==> config.mk <==
export PLATFORM = sky130hd
export DESIGN_NAME = div_unit
export DESIGN_NICKNAME = d
export VERILOG_FILES = /design/src/rtl/div_pkg.sv /design/src/rtl/div_step.sv /design/src/rtl/div_unit.sv
export SDC_FILE = /design/constraint.sdc
export NUM_CORES = 1
export LEC_CHECK = 0
export CAP_MARGIN = 20
export CORE_UTILIZATION = 45
export DETAILED_ROUTE_END_ITERATION = 10
export PLACE_DENSITY = 0.67
export SYNTH_ARGS = -nofsm -noshare
export SYNTH_HDL_FRONTEND = slang
export SYNTH_SLANG_ARGS = --single-unit
==> constraint.sdc <==
create_clock -name clk -period 28.7 [get_ports clk]
set_input_delay 7.175 -clock clk [delete_from_list [all_inputs] [get_ports clk]]
set_output_delay 7.175 -clock clk [all_outputs]
set_load 0.01 [all_outputs]
==> src/rtl/div_pkg.sv <==
// Shared types and defaults for the iterative divider.
package div_pkg;
  localparam int DIV_WIDTH = 32;

  typedef enum logic [1:0] {
    IDLE,
    CALC,
    DONE
  } div_state_e;
endpackage

==> src/rtl/div_step.sv <==
// One restoring-division step: ripple full-adder subtract of the divisor from
// the shifted partial remainder, keeping the difference only when it is non-negative.
module div_step
  import div_pkg::*;
#(
  parameter int WIDTH = DIV_WIDTH
) (
  input  logic [WIDTH:0]   rem_in,
  input  logic [WIDTH-1:0] divisor,
  output logic [WIDTH-1:0] rem_out,
  output logic             q_bit
);
  logic [WIDTH-1:0] sub_b, diff;
  logic [WIDTH:0]   carry;

  assign sub_b    = ~divisor;
  assign carry[0] = 1'b1;

  for (genvar i = 0; i < WIDTH; i++) begin : g_fa
    assign diff[i]    = rem_in[i] ^ sub_b[i] ^ carry[i];
    assign carry[i+1] = (rem_in[i] & sub_b[i]) | (carry[i] & (rem_in[i] ^ sub_b[i]));
  end

  // Top stage subtracts the zero-extended divisor bit (inverted to 1): carry-out
  // here means no borrow, i.e. rem_in >= divisor.
  assign q_bit   = rem_in[WIDTH] | carry[WIDTH];
  assign rem_out = q_bit ? diff : rem_in[WIDTH-1:0];
endmodule

==> src/rtl/div_unit.sv <==
// Iterative signed/unsigned restoring divider, one quotient bit per cycle.
// Results are published on the edge leaving DONE and held until the next result.
module div_unit
  import div_pkg::*;
#(
  parameter int WIDTH = DIV_WIDTH
) (
  input  logic             clk,
  input  logic             rst_n,
  input  logic             start,
  input  logic             is_signed,
  input  logic [WIDTH-1:0] A,
  input  logic [WIDTH-1:0] B,
  output logic             busy,
  output logic             done,
  output logic [WIDTH-1:0] Quot,
  output logic [WIDTH-1:0] Rem,
  output logic             div_by_zero
);
  localparam int CW = $clog2(WIDTH + 1);

  div_state_e       state, state_nxt;
  logic [CW-1:0]    cnt;
  logic [WIDTH-1:0] dvd_q;   // dividend bits shift out the top, quotient bits shift in
  logic [WIDTH-1:0] dvs_q, rem_q;
  logic             neg_q, neg_r, dbz_q;
  logic             accept, last_step, q_bit;
  logic [WIDTH-1:0] a_mag, b_mag, rem_nxt;

  function automatic logic [WIDTH-1:0] twos(input logic [WIDTH-1:0] x);
    return ~x + WIDTH'(1);
  endfunction

  assign accept    = start && (state == IDLE || state == DONE);
  assign last_step = (cnt == CW'(WIDTH - 1));
  assign a_mag     = (is_signed && A[WIDTH-1]) ? twos(A) : A;
  assign b_mag     = (is_signed && B[WIDTH-1]) ? twos(B) : B;
  assign busy      = (state == CALC);

  div_step #(.WIDTH(WIDTH)) u_step (
    .rem_in  ({rem_q, dvd_q[WIDTH-1]}),
    .divisor (dvs_q),
    .rem_out (rem_nxt),
    .q_bit   (q_bit)
  );

  always_comb begin
    state_nxt = state;
    case (state)
      IDLE, DONE: begin
        if (start) state_nxt = (B == '0) ? DONE : CALC;
        else       state_nxt = IDLE;
      end
      CALC:    if (last_step) state_nxt = DONE;
      default: state_nxt = IDLE;
    endcase
  end

  always_ff @(posedge clk or negedge rst_n) begin
    if (!rst_n) state <= IDLE;
    else        state <= state_nxt;
  end

  always_ff @(posedge clk or negedge rst_n) begin
    if (!rst_n) begin
      cnt         <= '0;
      dvd_q       <= '0;
      dvs_q       <= '0;
      rem_q       <= '0;
      neg_q       <= 1'b0;
      neg_r       <= 1'b0;
      dbz_q       <= 1'b0;
      done        <= 1'b0;
      Quot        <= '0;
      Rem         <= '0;
      div_by_zero <= 1'b0;
    end else begin
      done <= (state == DONE);
      // Sign correction happens as the result leaves DONE; the internal
      // registers may already be reloaded by a back-to-back start on this edge.
      if (state == DONE) begin
        Quot        <= neg_q ? twos(dvd_q) : dvd_q;
        Rem         <= neg_r ? twos(rem_q) : rem_q;
        div_by_zero <= dbz_q;
      end
      if (accept) begin
        cnt <= '0;
        if (B == '0) begin
          dvd_q <= '1;
          rem_q <= A;
          dvs_q <= '0;
          neg_q <= 1'b0;
          neg_r <= 1'b0;
          dbz_q <= 1'b1;
        end else begin
          dvd_q <= a_mag;
          rem_q <= '0;
          dvs_q <= b_mag;
          neg_q <= is_signed & (A[WIDTH-1] ^ B[WIDTH-1]);
          neg_r <= is_signed & A[WIDTH-1];
          dbz_q <= 1'b0;
        end
      end else if (state == CALC) begin
        cnt   <= cnt + CW'(1);
        rem_q <= rem_nxt;
        dvd_q <= {dvd_q[WIDTH-2:0], q_bit};
      end
    end
  end
endmodule

==> out/results.txt <==
htree depth: 4
die area: 0.0240 mm^2
dpl hpwl: 20,900 um
Synth area leader: dfrtp_1
pin count of the biggest net entering global routing: 111
first-pass detailed-route iteration total: 5
TritonCTS Buffers: 17
status: finished, final reports clean
syn_nets: 1,250
root buffer cell: clkbuf_16
met3 usage: 4.54%
Top Ports: 135
period utilisation layout: 49.2%
WL final: 28,300 um
clk sinks: 173
Clock Skews: 0.00948 ns
post-CTS sizing: 0
worst vdd ir: 0.0410 mV
diodes inserted: 0
synthesized cell area: 0.0105 mm^2
hold path start: Quot[9]
crit-path max FO: 61
flop and latch count out of synthesis: 173
Psw: 517 uW
cell count after synthesis: 1,145
reg2reg start: dvd_q[31]
Synth async-reset ratio: 100%
RSZ-0062 raised after global routing: no
worst-margin pin slew: 1.06 ns
share of cells above drive strength 1: 5.15%
final setup vio count: 0
vias in the first global route: 8,284
Layout area overhead: 20.1%
Internal: 795 uW
post-route ant nets: 0
Via-to-Cell Ratio: 5.61
Initial Utilization: 46.1%
Hold Path Class: register to register
clock power share: 18.9%
wire per inst: 18.2 um
Setup crit start: dvd_q[31]
Avg Inst Size Synth: 9.18 um^2
synth warn: 0
Synth top area share: 41.2%
antenna violations before repair: 0
die width: 155 um
worst-skew pair later-pin latency: 0.44 ns
Remaining Overflow, GRT: 0
top cells by area, synth: dfrtp_1, o21ai_0, nand2_1, fa_1, xor2_1
Slew headroom: 29.4%
final hold vios: 0
setup ws final: 14.57 ns
ys flop type: dfrtp_1
P_leak: 5.19 nW
DRC violations left: 0
Nets: 1,334
crit path time final: 14.13 ns
Switching Fraction: 39.4%
setup TNS: 0 ns
fmax: 70.8 MHz
setup bufs post-CTS: 0
DR vias: 8,730
nature of the critical path startpoint: register
met1 global-route usage: 36.0%
PortBufs: 134
core area: 0.0228 mm^2
met2 Track Usage GR: 37.8%
slowest cell on the critical path: or2_2
Clock transition at path regs: 0.07 ns
GRT busiest layer: met2
CTS Buffer Depth: 2
Cell Pwr Density: 104 mW/mm^2
critical path capture point type: register
Total GRT Usage: 24.8%
Worst path max stage delay: 0.83 ns
Worst Path Arrival: 14.49 ns
CTS hold repair buffers: 0
WS Path Type: register to register
row count: 55
CTS tree: done
Distinct cells, synth: 61
most numerous cell on the critical path: fa_1
layout filler cell count: 2,057
first-pass GRT wire length: 45,900 um
EDFF count, synth: 0
Sequential Power Share: 36.3%
drt initial violations: 652
Worst Path Required: 29.06 ns
register area share after synthesis: 41.2%
max cap viols: 0
Die Y: 155 um
logic gate share of total power: 44.7%
GPL Wtd Cong: 0.859
dpl ws: 14.69 ns
Final Max Tran Viols: 0
==> path summary, 6_finish.rpt <==
| kind | endpoint | slack [ns] | cells past startpoint |
|---|---|---|---|
| max in group asynchronous | dvd_q[6] | 20.38 | 2 |
| worst min-delay path | Quot[9] | 0.47 | 2 |
| worst max-delay path | rem_q[25] | 14.57 | 41 |
| worst min register to register | Quot[9] | 0.47 | 2 |
| worst max register to register | rem_q[25] | 14.57 | 41 |
| min in group asynchronous | Rem[31] | 6.85 | 1 |
==> registers in the layout (all words and copies together), names as in the netlist, 2 cells and up <==
signal	flops
cnt	6
rem_q	32
state	2
dvs_q	32
Quot	32
dvd_q	32
Rem	32
==> placed cells by master (no fill, tap or decap), drive strengths merged, types with 7 or more instances in the layout <==
| master | synthesis | routed |
|---|---|---|
| dfrtp | 173 | 173 |
| nand2 | 168 | 168 |
| o21ai | 138 | 138 |
| clkdlybuf4s50 | 0 | 133 |
| nor2 | 65 | 65 |
| xor2 | 62 | 62 |
| xnor2 | 57 | 57 |
| a21oi | 54 | 54 |
| inv | 48 | 51 |
| o31ai | 38 | 38 |
| a211oi | 31 | 31 |
| fa | 31 | 31 |
| o2bb2ai | 30 | 30 |
| nor3 | 19 | 19 |
| clkbuf | 60 | 19 |
| or4 | 14 | 14 |
| or3 | 13 | 13 |
| o41ai | 13 | 13 |
| nand3 | 12 | 12 |
| a31oi | 12 | 12 |
| mux2i | 11 | 11 |
| a32oi | 10 | 10 |
| buf | 16 | 9 |
| nand2b | 8 | 8 |
| a22oi | 7 | 7 |
| nor4 | 7 | 7 |
==> Yosys cell counts, drive strengths merged, types with 2 or more instances <==
cell and number:
o211ai 2, nor2b 3, a22o 3, and2 3, or4 14, o31ai 38, mux2i 11, nor2 65
o22ai 6, a22oi 7, a21oi 54, nand2 168, xnor2 57, or3 13, nand4 4, nor4 7
a32oi 10, a21o 2, ha 6, o21ai 138, buf 16, xor2 62, or2 5, o2bb2ai 30
nand2b 8, fa 31, nand3 12, dfrtp 173, a31oi 12, nor3 19, nand3b 2, nand4b 2
a2bb2oi 2, inv 48, o41ai 13, a211oi 31, clkbuf 60
==> worst max-delay path: cells and delay by family (launching register included) <==
family                   cells  cell delay, ns
flip-flops                   1            0.35
buffers and inverters        4            0.28
AO/OA/AOI/OAI                3            0.52
adder cells (fa/ha/maj)     32           11.98
AND/OR/NAND/NOR              2            0.91
==> power groups by stage <==
stage	clock [mW]	sequential, mW	combinational, mW
4_1_cts	0.252	0.475	0.588
3_3_place_gp	0	0.476	0.572
2_1_floorplan	0	0.459	0.382
6_report	0.248	0.477	0.587
3_5_place_dp	0	0.479	0.585
5_1_grt	0.262	0.492	0.661
==> per-layer routing <==
metal / share of wire, % / up-vias
li1: - / 4204
met1: 46 / 4169
met2: 45 / 322
met3: 7.1 / 35
met4: 1.9 / 0
met5: 0 / -
==> cell families (layout without fill, tap and decap cells) <==
group | after synthesis | count (layout) | share of synthesized area, %
flip-flops | 173 | 173 | 41.2
XOR/XNOR | 119 | 119 | 9.92
buffers and inverters | 125 | 222 | 5.01
multiplexers | 11 | 11 | 1.05
AO/OA/AOI/OAI | 350 | 350 | 21.7
adder cells (fa/ha/maj) | 37 | 37 | 6.62
AND/OR/NAND/NOR | 330 | 330 | 14.5
==> per-stage QoR <==
step | utilization, % | hold WS [ns] | instance area, um^2 | power, mW | instances
after floorplan | - | 0.438 | 10500 | 0.841 | 1145
after global placement | 52.6 | 0.461 | 12000 | 1.05 | 1522
after detailed placement | 52.6 | 0.464 | 12000 | 1.06 | 1522
after CTS | 55.3 | 0.480 | 12600 | 1.31 | 1554
after global routing | 55.4 | 0.491 | 12600 | 1.42 | 1555
final | 55.4 | 0.473 | 12600 | 1.31 | 1555
==> area by class of cell <==
| class | count | area [um^2] | area share [%] |
|---|---|---|---|
| clock inverters | 13 | 189 | 1.50 |
| clock buffers | 19 | 433 | 3.43 |
| multi-input cells | 847 | 5670 | 45.0 |
| flip-flops and latches | 173 | 4330 | 34.3 |
| repair buffers | 142 | 1420 | 11.3 |
| well taps | 313 | 392 | 3.10 |
| inverters | 48 | 180 | 1.43 |
No activity file was read; power rests on OpenSTA's default activity.
